===== src/rtl/avst_rr_arbiter.sv =====
// ---------------------------------------------------------------------------
// avst_rr_arbiter
//
// Round-robin arbiter merging NUM_IN Avalon-ST requester ports onto a single
// registered Avalon-ST output. The output register is the only pipeline
// stage. An accepted input beat appears on the outputs one cycle later,
// tagged with the index of its source on out_channel_o.
//
// Configuration macro:
//   AVST_ARB_PKT_LOCK_EN  defined   : packet-locked arbitration. Once a
//                                     requester starts a multi-beat packet
//                                     (sop=1, eop=0), only that requester is
//                                     served until its eop beat is accepted.
//                                     The round-robin pointer advances per
//                                     packet.
//                         undefined : per-beat round robin. The pointer
//                                     advances on every accepted beat, and
//                                     sop/eop/empty are passed through
//                                     without interpretation.
//
// Ports:
//   clk            in   1                     clock, rising edge
//   reset_n        in   1                     asynchronous active-low reset
//   in_valid_i     in   NUM_IN                per-requester valid
//   in_ready_o     out  NUM_IN                per-requester ready (one-hot or 0)
//   in_data_i      in   NUM_IN*data_width     requester i in slice i
//   in_sop_i       in   NUM_IN                per-requester start of packet
//   in_eop_i       in   NUM_IN                per-requester end of packet
//   in_empty_i     in   NUM_IN*empty_width    per-requester empty field
//   out_valid_o    out  1                     output beat valid
//   out_ready_i    in   1                     downstream ready
//   out_data_o     out  data_width            granted beat data
//   out_sop_o      out  1                     granted beat sop
//   out_eop_o      out  1                     granted beat eop
//   out_empty_o    out  empty_width           granted beat empty (copied as is)
//   out_channel_o  out  channel_width         source requester index
// ---------------------------------------------------------------------------
module avst_rr_arbiter #(
    parameter int NUM_IN        = 4,
    parameter int data_width    = 32,
    parameter int empty_width   = 2,
    parameter int channel_width = 4
) (
    input  logic                            clk,
    input  logic                            reset_n,
    input  logic [NUM_IN-1:0]               in_valid_i,
    output logic [NUM_IN-1:0]               in_ready_o,
    input  logic [NUM_IN*data_width-1:0]    in_data_i,
    input  logic [NUM_IN-1:0]               in_sop_i,
    input  logic [NUM_IN-1:0]               in_eop_i,
    input  logic [NUM_IN*empty_width-1:0]   in_empty_i,
    output logic                            out_valid_o,
    input  logic                            out_ready_i,
    output logic [data_width-1:0]           out_data_o,
    output logic                            out_sop_o,
    output logic                            out_eop_o,
    output logic [empty_width-1:0]          out_empty_o,
    output logic [channel_width-1:0]        out_channel_o
);

    localparam int IDX_W = (NUM_IN > 1) ? $clog2(NUM_IN) : 1;

    // Index of the most recently completed grant; search starts just after it.
    logic [IDX_W-1:0]       last_ptr_q;

    logic                   rr_any;
    logic [IDX_W-1:0]       rr_idx;
    logic                   gnt_any;
    logic [IDX_W-1:0]       gnt_idx;

    logic                   load_p0;
    logic                   xfer_ok_p0;
    logic                   accept_p0;
    logic                   ptr_upd;

    logic [data_width-1:0]  sel_data_p0;
    logic                   sel_sop_p0;
    logic                   sel_eop_p0;
    logic [empty_width-1:0] sel_empty_p0;
    logic                   sel_valid_p0;

    logic                     vld_p1;
    logic [data_width-1:0]    data_p1;
    logic                     sop_p1;
    logic                     eop_p1;
    logic [empty_width-1:0]   empty_p1;
    logic [channel_width-1:0] chan_p1;

`ifdef AVST_ARB_PKT_LOCK_EN
    typedef enum logic [0:0] {
        IDLE = 1'b0,
        LOCK = 1'b1
    } state_t;

    state_t           state_q;
    state_t           state_d;
    logic [IDX_W-1:0] lock_idx_q;
    logic [IDX_W-1:0] lock_idx_d;
`endif

    // ---- stage p0: arbitration and input select -------------------------

    // Cyclic search from last_ptr+1. Iterating from the farthest candidate
    // down to the nearest lets the nearest valid requester win without an
    // early exit.
    always_comb begin
        logic [IDX_W:0] cand;
        rr_any = 1'b0;
        rr_idx = '0;
        cand   = '0;
        for (int k = NUM_IN; k >= 1; k--) begin
            cand = {1'b0, last_ptr_q} + (IDX_W+1)'(k);
            if (cand >= (IDX_W+1)'(NUM_IN)) begin
                cand = cand - (IDX_W+1)'(NUM_IN);
            end
            if (in_valid_i[cand[IDX_W-1:0]]) begin
                rr_any = 1'b1;
                rr_idx = cand[IDX_W-1:0];
            end
        end
    end

    // While locked the grant is pinned to the lock owner even if it has
    // dropped valid, so other requesters wait and the output bubbles.
    always_comb begin
        gnt_any = rr_any;
        gnt_idx = rr_idx;
`ifdef AVST_ARB_PKT_LOCK_EN
        if (state_q == LOCK) begin
            gnt_any = 1'b1;
            gnt_idx = lock_idx_q;
        end
`endif
    end

    // Output register may take a new beat when empty or being drained.
    assign load_p0    = out_ready_i | ~vld_p1;
    assign xfer_ok_p0 = load_p0 & reset_n;

    always_comb begin
        in_ready_o = '0;
        if (gnt_any && xfer_ok_p0) begin
            in_ready_o[gnt_idx] = 1'b1;
        end
    end

    always_comb begin
        sel_data_p0  = '0;
        sel_sop_p0   = 1'b0;
        sel_eop_p0   = 1'b0;
        sel_empty_p0 = '0;
        sel_valid_p0 = 1'b0;
        for (int i = 0; i < NUM_IN; i++) begin
            if (gnt_idx == IDX_W'(i)) begin
                sel_data_p0  = in_data_i[i*data_width +: data_width];
                sel_sop_p0   = in_sop_i[i];
                sel_eop_p0   = in_eop_i[i];
                sel_empty_p0 = in_empty_i[i*empty_width +: empty_width];
                sel_valid_p0 = in_valid_i[i];
            end
        end
    end

    assign accept_p0 = gnt_any & xfer_ok_p0 & sel_valid_p0;

`ifdef AVST_ARB_PKT_LOCK_EN
    // Pointer advances once per packet: on any IDLE beat that does not open
    // a lock (single-beat packets and stray non-sop beats), or on the eop
    // that closes a lock.
    assign ptr_upd = accept_p0 &
                     ((state_q == IDLE) ? ~(sel_sop_p0 & ~sel_eop_p0) : sel_eop_p0);

    always_ff @(posedge clk or negedge reset_n) begin
        if (!reset_n) begin
            state_q    <= IDLE;
            lock_idx_q <= '0;
        end else begin
            state_q    <= state_d;
            lock_idx_q <= lock_idx_d;
        end
    end

    always_comb begin
        state_d    = state_q;
        lock_idx_d = lock_idx_q;
        case (state_q)
            IDLE: begin
                if (accept_p0 && sel_sop_p0 && !sel_eop_p0) begin
                    state_d    = LOCK;
                    lock_idx_d = gnt_idx;
                end
            end
            LOCK: begin
                // Only the lock owner can be accepted here.
                if (accept_p0 && sel_eop_p0) begin
                    state_d = IDLE;
                end
            end
            default: state_d = IDLE;
        endcase
    end
`else
    assign ptr_upd = accept_p0;
`endif

    // Reset value NUM_IN-1 makes requester 0 the first in line.
    always_ff @(posedge clk or negedge reset_n) begin
        if (!reset_n) begin
            last_ptr_q <= IDX_W'(NUM_IN - 1);
        end else if (ptr_upd) begin
            last_ptr_q <= gnt_idx;
        end
    end

    // ---- stage p1: output register ---------------------------------------

    always_ff @(posedge clk or negedge reset_n) begin
        if (!reset_n) begin
            vld_p1 <= 1'b0;
        end else if (load_p0) begin
            vld_p1 <= accept_p0;
        end
    end

    // Payload only changes on an accepted beat, so it holds through stalls.
    always_ff @(posedge clk) begin
        if (accept_p0) begin
            data_p1  <= sel_data_p0;
            sop_p1   <= sel_sop_p0;
            eop_p1   <= sel_eop_p0;
            empty_p1 <= sel_empty_p0;
            chan_p1  <= channel_width'(gnt_idx);
        end
    end

    assign out_valid_o   = vld_p1;
    assign out_data_o    = data_p1;
    assign out_sop_o     = sop_p1;
    assign out_eop_o     = eop_p1;
    assign out_empty_o   = empty_p1;
    assign out_channel_o = chan_p1;

endmodule

===== config.mk =====
export PLATFORM = sky130hd
export DESIGN_NAME = avst_rr_arbiter
export DESIGN_NICKNAME = d
export VERILOG_FILES = /design/src/rtl/avst_rr_arbiter.sv
export SDC_FILE = /design/constraint.sdc
export NUM_CORES = 1
export LEC_CHECK = 0
export CAP_MARGIN = 15
export CORE_ASPECT_RATIO = 1.5
export CORE_MARGIN = 5
export CORE_UTILIZATION = 33
export DETAILED_ROUTE_END_ITERATION = 8
export PLACE_DENSITY = 0.81
export RECOVER_POWER = 25
export SLEW_MARGIN = 20
export SYNTH_ARGS = -nofsm -noshare
export SYNTH_HDL_FRONTEND = slang
export SYNTH_SLANG_ARGS = --single-unit

===== constraint.sdc =====
create_clock -name clk -period 2.2 [get_ports clk]
set_clock_uncertainty 0.15 [all_clocks]
set_input_delay 0.33 -clock clk [delete_from_list [all_inputs] [get_ports clk]]
set_output_delay 0.33 -clock clk [all_outputs]
set_load 0.03 [all_outputs]

Word level (Yosys, flattened, before mapping). Cells that the tools add are included.

Add/subtract/negate cells: 8. $lt $le $gt $ge: 10. Equality and inequality tests: 3. Muxes and demuxes: 43. Bitwise logic cells: 5. Reductions and logical operators: 3.

Operators by type and width (count): $mux 32 (4); $mux 2 (12); $mux 1 (21); $lt 2x3->1 const B (5); $ge 3x3->1 const B (4); $bmux 1 s2 (4); $sub 2x1->2 const B (4); $add 2x2->3 const B (2); $eq 2x2->1 const B (2); $mux 4 (1); $add 2x1->3 const B (1); $add 2x3->3 const B (1); $and 1x1->1 (3); $demux 1 s2 (1); $eq 2x1->1 const B (1); $ge 2x1->1 const B (1); $logic_and 1x1->1 (2); $logic_not 2->1 (1); $not 1->1 (1); $or 1x1->1 (1).

Flip-flop bits (word level): 41. Input port bits: 151. Output and inout port bits: 45. Word-level logic and storage cells: 79.

Depth between registers and ports, before layout. Gate-level depths: netlist of the first run.

Word-level depth: 15. Mapped depth: 8. Mapped depth without buffers: 6.

Worst setup path before layout of the first run. No wires, ideal clock.

Path type: reg2out. From: register last_ptr_q[0]. To: output in_ready_o[2]. Arrival: 1.881 ns. Data required time: 1.720 ns. Path slack: -0.161 ns. Stages on the path, launching flop included: 9. Path buffers: 2. Cell sequence: dfstp_2 nand2b_1 a21oi_1 or3_1 inv_2 buf_6 buf_6 nand2_1 nor2_1.

Cells in the longest elaborated chain, start to end: 14. Elaborated cells on any way between the ends: 39. Those cells by class: add/sub (8); order compare (6); mux (23); reduce/logical (2).

Ends and longest elaborated chain: start, declared (RTL line 64) `logic [IDX_W-1:0] last_ptr_q;`; start signal, assigned (RTL line 209) `last_ptr_q <= IDX_W'(NUM_IN - 1);`; start signal, assigned (RTL line 211) `last_ptr_q <= gnt_idx;`; $add 2x3->3 (RTL line 112) `cand = {1'b0, last_ptr_q} + (IDX_W+1)'(k);`; $ge 3x3->1 or $sub 2x1->2 (tied branches) (RTL line 113, 114); $mux 2 (RTL line 113) `if (cand >= (IDX_W+1)'(NUM_IN)) begin`; $bmux 1 s2 (RTL line 116) `if (in_valid_i[cand[IDX_W-1:0]]) begin`; $mux 1 (not written as such) (RTL line 116); $mux 2 (3 in series) (RTL line 116); $mux 2 (*) (RTL line 116); via gnt_idx[1] (RTL line 69) `logic [IDX_W-1:0] gnt_idx;`; $lt 2x3->1 (not written as such) or $ge 2x1->1 (tied branches) (RTL line 143) `in_ready_o[gnt_idx] = 1'b1;`; $logic_and 1x1->1 (not written as such) (RTL line 143); $mux 1 (not written as such) (RTL line 143); $demux 1 s2 (*) (RTL line 143); $mux 4 (*) (RTL line 142) `if (gnt_any && xfer_ok_p0) begin`; end, declared (RTL line 47) `output logic [NUM_IN-1:0] in_ready_o,`.

The timed path passes the listed nets; every way through them passes the cells marked *. The select of a mux whose other input is x is not followed.

Final worst setup path of the first run.
From: register last_ptr_q[0]. To: output in_ready_o[3].

Cells in the longest elaborated chain, start to end: 14. Elaborated cells on any way between the ends: 39. Those cells by class: add/sub (8); order compare (6); mux (23); reduce/logical (2).

Ends and longest elaborated chain (RTL line): $add 2x3->3 (112); $ge 3x3->1 or $sub 2x1->2 (tied branches) (113, 114); $mux 2 (113); $bmux 1 s2 (116); $mux 1 (not written as such) (116); $mux 2 (4 in series) (116); $lt 2x3->1 (not written as such) or $ge 2x1->1 (tied branches) (143); $logic_and 1x1->1 (not written as such) (143); $mux 1 (not written as such) (143); $demux 1 s2 (143); $mux 4 (*) (142).

Mark *: on every way between the ends. The rest lies on a longest branch, timed or not. The select of a mux whose other input is x is not followed.

==> results of run 1 <==
cells in the mapped netlist, drive strengths merged:
cell,number
clkbuf,13
and3,2
nand2b,3
nor2b,1
buf,13
mux2,1
or3,1
edfxtp,38
nand2,114
a21oi,38
a21boi,1
or4,1
conb,1
o21ai,1
mux2i,1
dfstp,2
o221ai,1
a32oi,36
nand3,1
nor2,2
inv,2
nor3,1
dfrtp,1
cell families (layout without fill, tap and decap cells):
kind of cell / after synthesis / after routing / share of synthesized area
mux: 2 / 2 / 0.008749
buf+inv: 28 / 231 / 0.06485
compound gates: 77 / 77 / 0.2192
simple gates: 126 / 126 / 0.2043
other cells: 1 / 2 / 0.001543
flops: 41 / 41 / 0.5013
power by group through the flow:
stage	combinational (W)	sequential (W)	clock (W)
floorplan	0.00103	0.00155	0
global placement	0.00215	0.00121	0
detailed placement	0.00221	0.00122	0
CTS	0.00246	0.00120	0.000496
global route	0.00289	0.00122	0.000521
finish	0.00270	0.00121	0.000477
what timing repair did:
item | CTS | global route
resized for setup | 38 | 35
pin swaps | 3 | 5
setup endpoints to repair | 33 | 39
cloned | 1 | 3
buffers inserted | 5 | 1
metal layers:
| metal | routed length, um | track usage | vias up |
|---|---|---|---|
| met2 | 5725 | 0.3905 | 123 |
| li1 | - | - | 1404 |
| met3 | 637 | 0.04154 | 16 |
| met5 | 0 | 0 | - |
| met4 | 232 | 0.07666 | 0 |
| met1 | 3614 | 0.2166 | 1401 |
worst paths after layout:
path	start	end	slack (ps)	depth (start not counted)
setup reg to reg	last_ptr_q[0]	out_data_o[10]	-120	10
hold reg to reg	out_valid_o	out_valid_o	360	2
hold / removal	reset_n	out_valid_o	270	2
max in group asynchronous	reset_n	last_ptr_q[1]	1390	2
min in group clk	out_valid_o	out_valid_o	360	2
setup / recovery	last_ptr_q[0]	in_ready_o[3]	-180	7
state kept, by name (all words and copies together), names as in the netlist:
register and count:
last_ptr_q 2, out_channel_o 2, out_data_o 32, out_empty_o 2, out_eop_o 1, out_sop_o 1, out_valid_o 1
area by class of cell:
type                       instances  share of cell area
inverter                           2            0.002023
clock buffer                       6             0.01467
sequential                        41              0.2463
tap                              100             0.02529
timing repair buffer             221              0.4621
clock inverter                     2            0.002023
multi-input combinational        207              0.2476
stage by stage:
step / power [W] / util / cell area (sq um) / TNS, ps
global placement: 0.003364 / 0.6212 / 4489 / -20060
finish: 0.004384 / 0.6846 / 4947 / -2196
CTS: 0.004158 / 0.6591 / 4763 / -623.4
global route: 0.004634 / 0.6846 / 4947 / -4741
detailed placement: 0.003428 / 0.6212 / 4489 / -23260
floorplan: 0.002573 / - / 2442 / -41.46
cell usage in the layout (no fill, tap or decap), drive strengths merged:
master         instances
clkdlybuf4s50        173
or4                    1
dfstp                  2
dlygate4sd2            4
clkinv                 2
edfxtp                38
clkbuf                 9
dlygate4sd3           12
a21boi                 1
a21oi                 38
nor3                   1
nand2b                 3
o221ai                 1
mux2i                  1
mux2                   1
conb                   2
nor2                   2
or3                    1
dfrtp                  1
nand3                  1
a32oi                 36
nand2                114
o21ai                  1
bufbuf                 1
and3                   2
nor2b                  1
inv                    2
buf                   28
worst reg2reg max path, stage by stage (launching register included):
cell	delay, ps
dfstp_2	550
nand2b_4	130
a21oi_2	50
or3_4	410
inv_4	80
buf_6	100
buf_4	100
buf_8	130
buf_12	140
nand2_1	80
a32oi_2	230
==> impl_metrics.csv, run 1 <==
group,metric,value,unit
run_status,run_status,"finished, violations left",
run_status,violations,"negative setup slack",
pwr,pwr-share-comb,0.616,
layout,diodes,0,
critical_path,path_class,"flip-flop to output pin",
place,hpwl,7490,um
clocking,cts_buffers,5,
critical_path,crit_top_cell,"buf_6",
pwr,pwr_density_cell,886.1,nW/um^2
critical_path,cp_slowest_stage_delay,550,ps
yosys,synthesis.area,2431,sq um
yosys,synth.area.top_cells,"edfxtp_1 (47%), nand2_1 (18%), a32oi_1 (13%)",
sta,fmax,419.4,MHz
yosys,syn_area_per_cell,8.840,sq um
layout,drive_above_1_share,0.1587,
pwr,irDropWorstVdd,571.4,uV
sta,fin_ws,-184.4,ps
sta,layout_min_cycle_time,2384,ps
global_routing,overflow,0,
critical_path,end_kind,"output pin",
layout,nFillCells,573,
sta,drv_slew,0,
place,place_congestion,0.7977,
clocking,clock_sinks,41,
place,io_buffers,193,
layout,multiInputGateArea,1225,sq um
global_routing,grt_pass1_vias,3039,
yosys,ys_ff_latch,41,
die,die_w,80.08,um
critical_path,path_buf_inv,3,
critical_path,crit_fanout,3,
critical_path,startpoint_type,"flip-flop",
die,start_util,0.3364,
yosys,yosysWarnings,0,
place,dp.cells,561,
yosys,synth.yosys.seq_area_share,0.5013,
routing,wl_per_cell,17.63,um
die,dieArea,9219,sq um
yosys,ys_types,25,
global_routing,grt_usage,0.2049,
layout,ff_latch_area,1219,sq um
die,coreArea,7227,sq um
clocking,cts.clk_slew.worst_paths,70,ps
yosys,synth.top_cell.area_share,0.4694,
routing,dr.pass1.iters,4,
die,num_rows,38,
layout,areaGrowthSynthToFinish,103.5,%
clocking,cts_root_buf,"clkbuf_8",
pwr,p_int,0.002634,W
sta,finalCritPeriodShare,1.084,
clocking,cts_max_path_buffers,2,
pwr,power.share.sequential,0.275,
pwr,p_sw_frac,0.3991,
global_routing,grt_pass1_wl,14670,um
die,ios,196,
sta,hold_viol,0,
clocking,clkLatencyLatePin,280,ps
sta,rsz0062_at_grt,"true",
layout,final_cells,579,
critical_path,required,1720,ps
pwr,switchingPower,0.001750,W
routing,drt-initial-drc-count,192,
routing,totalWireLength,10210,um
pwr,power.leakage,1.853,nW
critical_path,slowest_stage,"dfstp_2",
global_routing,antenna_found_initial,0,
routing,viasPerCell,5.085,
min_path,hold_path.class,"input port to asynchronous set/reset pin",
clocking,tritoncts,"yes",
clocking,htreeDepth,2,
sta,holdWs,272.6,ps
pwr,p_clk_frac,0.109,
die,die_y,115.1,um
flow_run,maxCapViolCount,0,
sta,final-setup-viol-count,27,
critical_path,critPathArrivalTime,1900,ps
yosys,syn_inst,275,
critical_path,crit_family,"simple AND/OR/NAND/NOR gates",
routing,drc,0,
place,pre_cts_slack,-523.0,ps
layout,num-nets-final,629,
critical_path,path_cells,"nand2b_4 > a21oi_2 > or3_4 > inv_4 > buf_6 > and3_4 > buf_6",
global_routing,grt_max_degree,30,
clocking,cts_hold_buf,0,
yosys,yosys.area.top_type,"edfxtp_1",
routing,antenna_left,0,
routing,num_vias,2944,
Power figures use the tool's default switching activity.
==> run 2: changes to the inputs <==
--- a/config.mk
+++ b/config.mk
@@ -5,12 +5,13 @@
 export SDC_FILE = /design/constraint.sdc
 export NUM_CORES = 1
 export LEC_CHECK = 0
+export ABC_AREA = 1
 export CAP_MARGIN = 15
 export CORE_ASPECT_RATIO = 1.5
 export CORE_MARGIN = 5
-export CORE_UTILIZATION = 33
+export CORE_UTILIZATION = 37
 export DETAILED_ROUTE_END_ITERATION = 8
-export PLACE_DENSITY = 0.81
+export PLACE_DENSITY = 0.82
 export RECOVER_POWER = 25
 export SLEW_MARGIN = 20
 export SYNTH_ARGS = -nofsm -noshare
==> impl_metrics.csv, run 2 <==
group,metric,value,unit
yosys,synth.top_cell.area_share,0.3838,
layout,diodes,0,
yosys,synth-adder-area-share,0,
sta,hold_viol,0,
yosys,yosys.area.top_type,"edfxtp_1",
routing,dr.pass1.iters,4,
critical_path,startpoint_type,"flip-flop",
sta,setup_tns,-5717,ps
place,pre_cts_slack,-266.2,ps
yosys,ys_ff_latch,41,
place,placed_area,5206,sq um
die,num_rows,40,
pwr,total_power,0.01025,W
run_status,violations,"negative setup slack",
yosys,synth_top_family_by_area,"simple AND/OR/NAND/NOR gates",
yosys,synth_simple_gate_area_frac,0.3935,
global_routing,grt_usage,0.2221,
place,io_buffers,193,
critical_path,reg2regPathDepth,15,
layout,fin_area,5469,sq um
routing,drc,0,
routing,totalWireLength,11390,um
min_path,hold_path.class,"input port to asynchronous set/reset pin",
critical_path,critPathArrivalTime,2030,ps
routing,viasPerCell,4.784,
die,die_y,119.8,um
clocking,cts_buffers,5,
clocking,htreeDepth,2,
sta,fmax,398.5,MHz
critical_path,end_kind,"output pin",
yosys,synth_compound_gate_area_share,0.07029,
yosys,synth_ff_type,"edfxtp_1",
clocking,cts_max_path_buffers,2,
critical_path,required,1720,ps
clocking,tritoncts,"yes",
yosys,synthTopCellsByCount,"nand2_1 (193), inv_1 (41), edfxtp_1 (38), nand3_1 (38), o21ai_0 (32)",
critical_path,r2r_end,"out_data_o[10]",
die,die_w,83.19,um
layout,areaGrowthSynthToFinish,83.96,%
clocking,clkLatencyLatePin,270,ps
yosys,synth_edf_count,38,
yosys,synthesis.area,2973,sq um
clocking,cts_hold_buf,0,
pwr,power.share.sequential,0.172,
sta,final-setup-viol-count,40,
pwr,p_int,0.005180,W
die,dieArea,9965,sq um
routing,drt-initial-drc-count,188,
sta,fin_ws,-309.2,ps
global_routing,grt_pass1_vias,3643,
sta,rsz0062_at_grt,"true",
global_routing,antenna_found_initial,0,
flow_run,maxCapViolCount,0,
die,coreArea,7908,sq um
critical_path,crit_start,"last_ptr_q[0]",
critical_path,reg2reg_from,"last_ptr_q[0]",
clocking,clock_sinks,41,
pwr,pwr-share-comb,0.760,
sta,drv_slew,0,
global_routing,grt_pass1_wl,17830,um
sta,layout_min_cycle_time,2509,ps
pwr,irDropWorstVdd,1074,uV
critical_path,reg2reg_slack,-160,ps
clocking,cts.clk_slew.worst_paths,60,ps
yosys,ys_types,26,
yosys,muxShareOfSynthArea,0,
pwr,pwr_density_cell,1874,nW/um^2
routing,antenna_left,0,
layout,final_common_cell,"nand2_1",
pwr,p_clk_frac,0.068,
layout,largest_reg_flops,32,
pwr,power.leakage,2.445,nW
pwr,p_sw_frac,0.4946,
yosys,yosysWarnings,0,
routing,num_vias,3521,
yosys,yosys.cell_count.top_type,"nand2_1",
yosys,synth.area.top_cells,"edfxtp_1 (38%), nand2_1 (24%), nand3_1 (6.4%)",
die,ios,196,
pwr,switchingPower,0.005069,W
yosys,syn_area_per_cell,7.163,sq um
clocking,cts_root_buf,"clkbuf_16",
yosys,async_flop_share,0.07317,
place,place_congestion,0.9281,
critical_path,crit_path_end,"in_ready_o[1]",
die,start_util,0.3759,
sta,holdWs,280.4,ps
critical_path,crit_fanout,8,
yosys,synth.yosys.seq_area_share,0.4099,
yosys,synth-xor-area-share,0,
place,hpwl,9183,um
global_routing,overflow,0,
layout,num-nets-final,781,
routing,wl_per_cell,15.47,um
critical_path,path_class,"flip-flop to output pin",
global_routing,grt_max_degree,23,
sta,finalCritPeriodShare,1.141,
layout,drive_above_1_share,0.1680,
layout,layout_common_cells,"nand2_1 (180), clkdlybuf4s50_1 (170), inv_1 (40), edfxtp_1 (38), nand3_1 (34)",
yosys,syn_inst,415,
run_status,run_status,"finished, violations left",
run 2: changes by cell type in the layout (fill, tap and decap cells not counted), moves of 17 or more:
cell / before / now
a32oi_1: 35 / 0
inv_1: 0 / 40
buf_4: 13 / 32
nand3_1: 1 / 34
nand2_1: 110 / 180
a21oi_1: 19 / 0
o21ai_0: 0 / 30
a21oi_2: 18 / 1
run 2: logic make-up after synthesis:
| group | count (synthesis) |
|---|---|
| flops | 41 |
| buf+inv | 70 |
| compound gates | 38 |
| other cells | 1 |
| simple gates | 265 |
run 2: how the worst min path moves through the flow:
stage                          endpoint  cells after the start
after detailed placement  last_ptr_q[1]                      2
final                       out_valid_o                      2
after floorplan             out_valid_o                      0
after CTS                   out_valid_o                      2
after global placement      out_valid_o                      2
after global routing        out_valid_o                      2
run 2: power groups by stage:
| stage | Combinational [W] | Clock, W | Sequential (W) |
|---|---|---|---|
| 6_report | 0.00779 | 0.000696 | 0.00177 |
| 5_1_grt | 0.00852 | 0.000747 | 0.00180 |
| 4_1_cts | 0.00784 | 0.000713 | 0.00178 |
| 3_5_place_dp | 0.00754 | 0 | 0.00179 |
| 3_3_place_gp | 0.00730 | 0 | 0.00177 |
| 2_1_floorplan | 0.00416 | 0 | 0.00256 |
run 2: cell type report:
class | count | area [sq um]
fill | 654 | 2439
timing repair buffer | 232 | 2292
multi-input combinational | 305 | 1505
sequential | 41 | 1219
inverter | 45 | 178.9
tap | 105 | 131.4
clock buffer | 5 | 125.1
clock inverter | 3 | 17.52
run 2: layer usage:
metal | share of wire | vias to the layer above | GRT usage
li1 | - | 1747 | -
met1 | 0.35 | 1625 | 0.2318
met2 | 0.57 | 129 | 0.4312
met3 | 0.053 | 20 | 0.04052
met4 | 0.024 | 0 | 0.08589
met5 | 0 | - | 0
run 2: per-stage QoR:
stage,util,instances
after global routing,0.6916,736
after detailed placement,0.6584,722
after CTS,0.6902,737
after global placement,0.6584,722
after floorplan,-,416
final,0.6916,736
run 2: critical path, cell delays in order, from the launching register on:
cell	delay, ps
dfstp_2	610
inv_4	80
nand2_2	90
nand3_2	90
nand2_1	90
inv_1	50
nand2_2	100
nand2_2	70
nand2_1	70
nand2_2	70
buf_12	140
nor3_4	160
buf_6	150
run 2: timing repair:
item	4_1_cts	5_1_grt
setup buffers	7	0
endpoints found under the setup margin	40	42
gates resized for setup	17	9
cloned	0	0
pin swaps	5	3
==> run 3: changes to the inputs <==
--- a/config.mk
+++ b/config.mk
@@ -6,10 +6,11 @@
 export NUM_CORES = 1
 export LEC_CHECK = 0
 export ABC_AREA = 1
-export CAP_MARGIN = 15
 export CORE_ASPECT_RATIO = 1.5
 export CORE_MARGIN = 5
 export CORE_UTILIZATION = 37
+export CTS_CLUSTER_DIAMETER = 150
+export CTS_CLUSTER_SIZE = 14
 export DETAILED_ROUTE_END_ITERATION = 8
 export PLACE_DENSITY = 0.82
 export RECOVER_POWER = 25
==> results of run 3 <==
Final layout, timing and power as in run 2 (identical DEF).
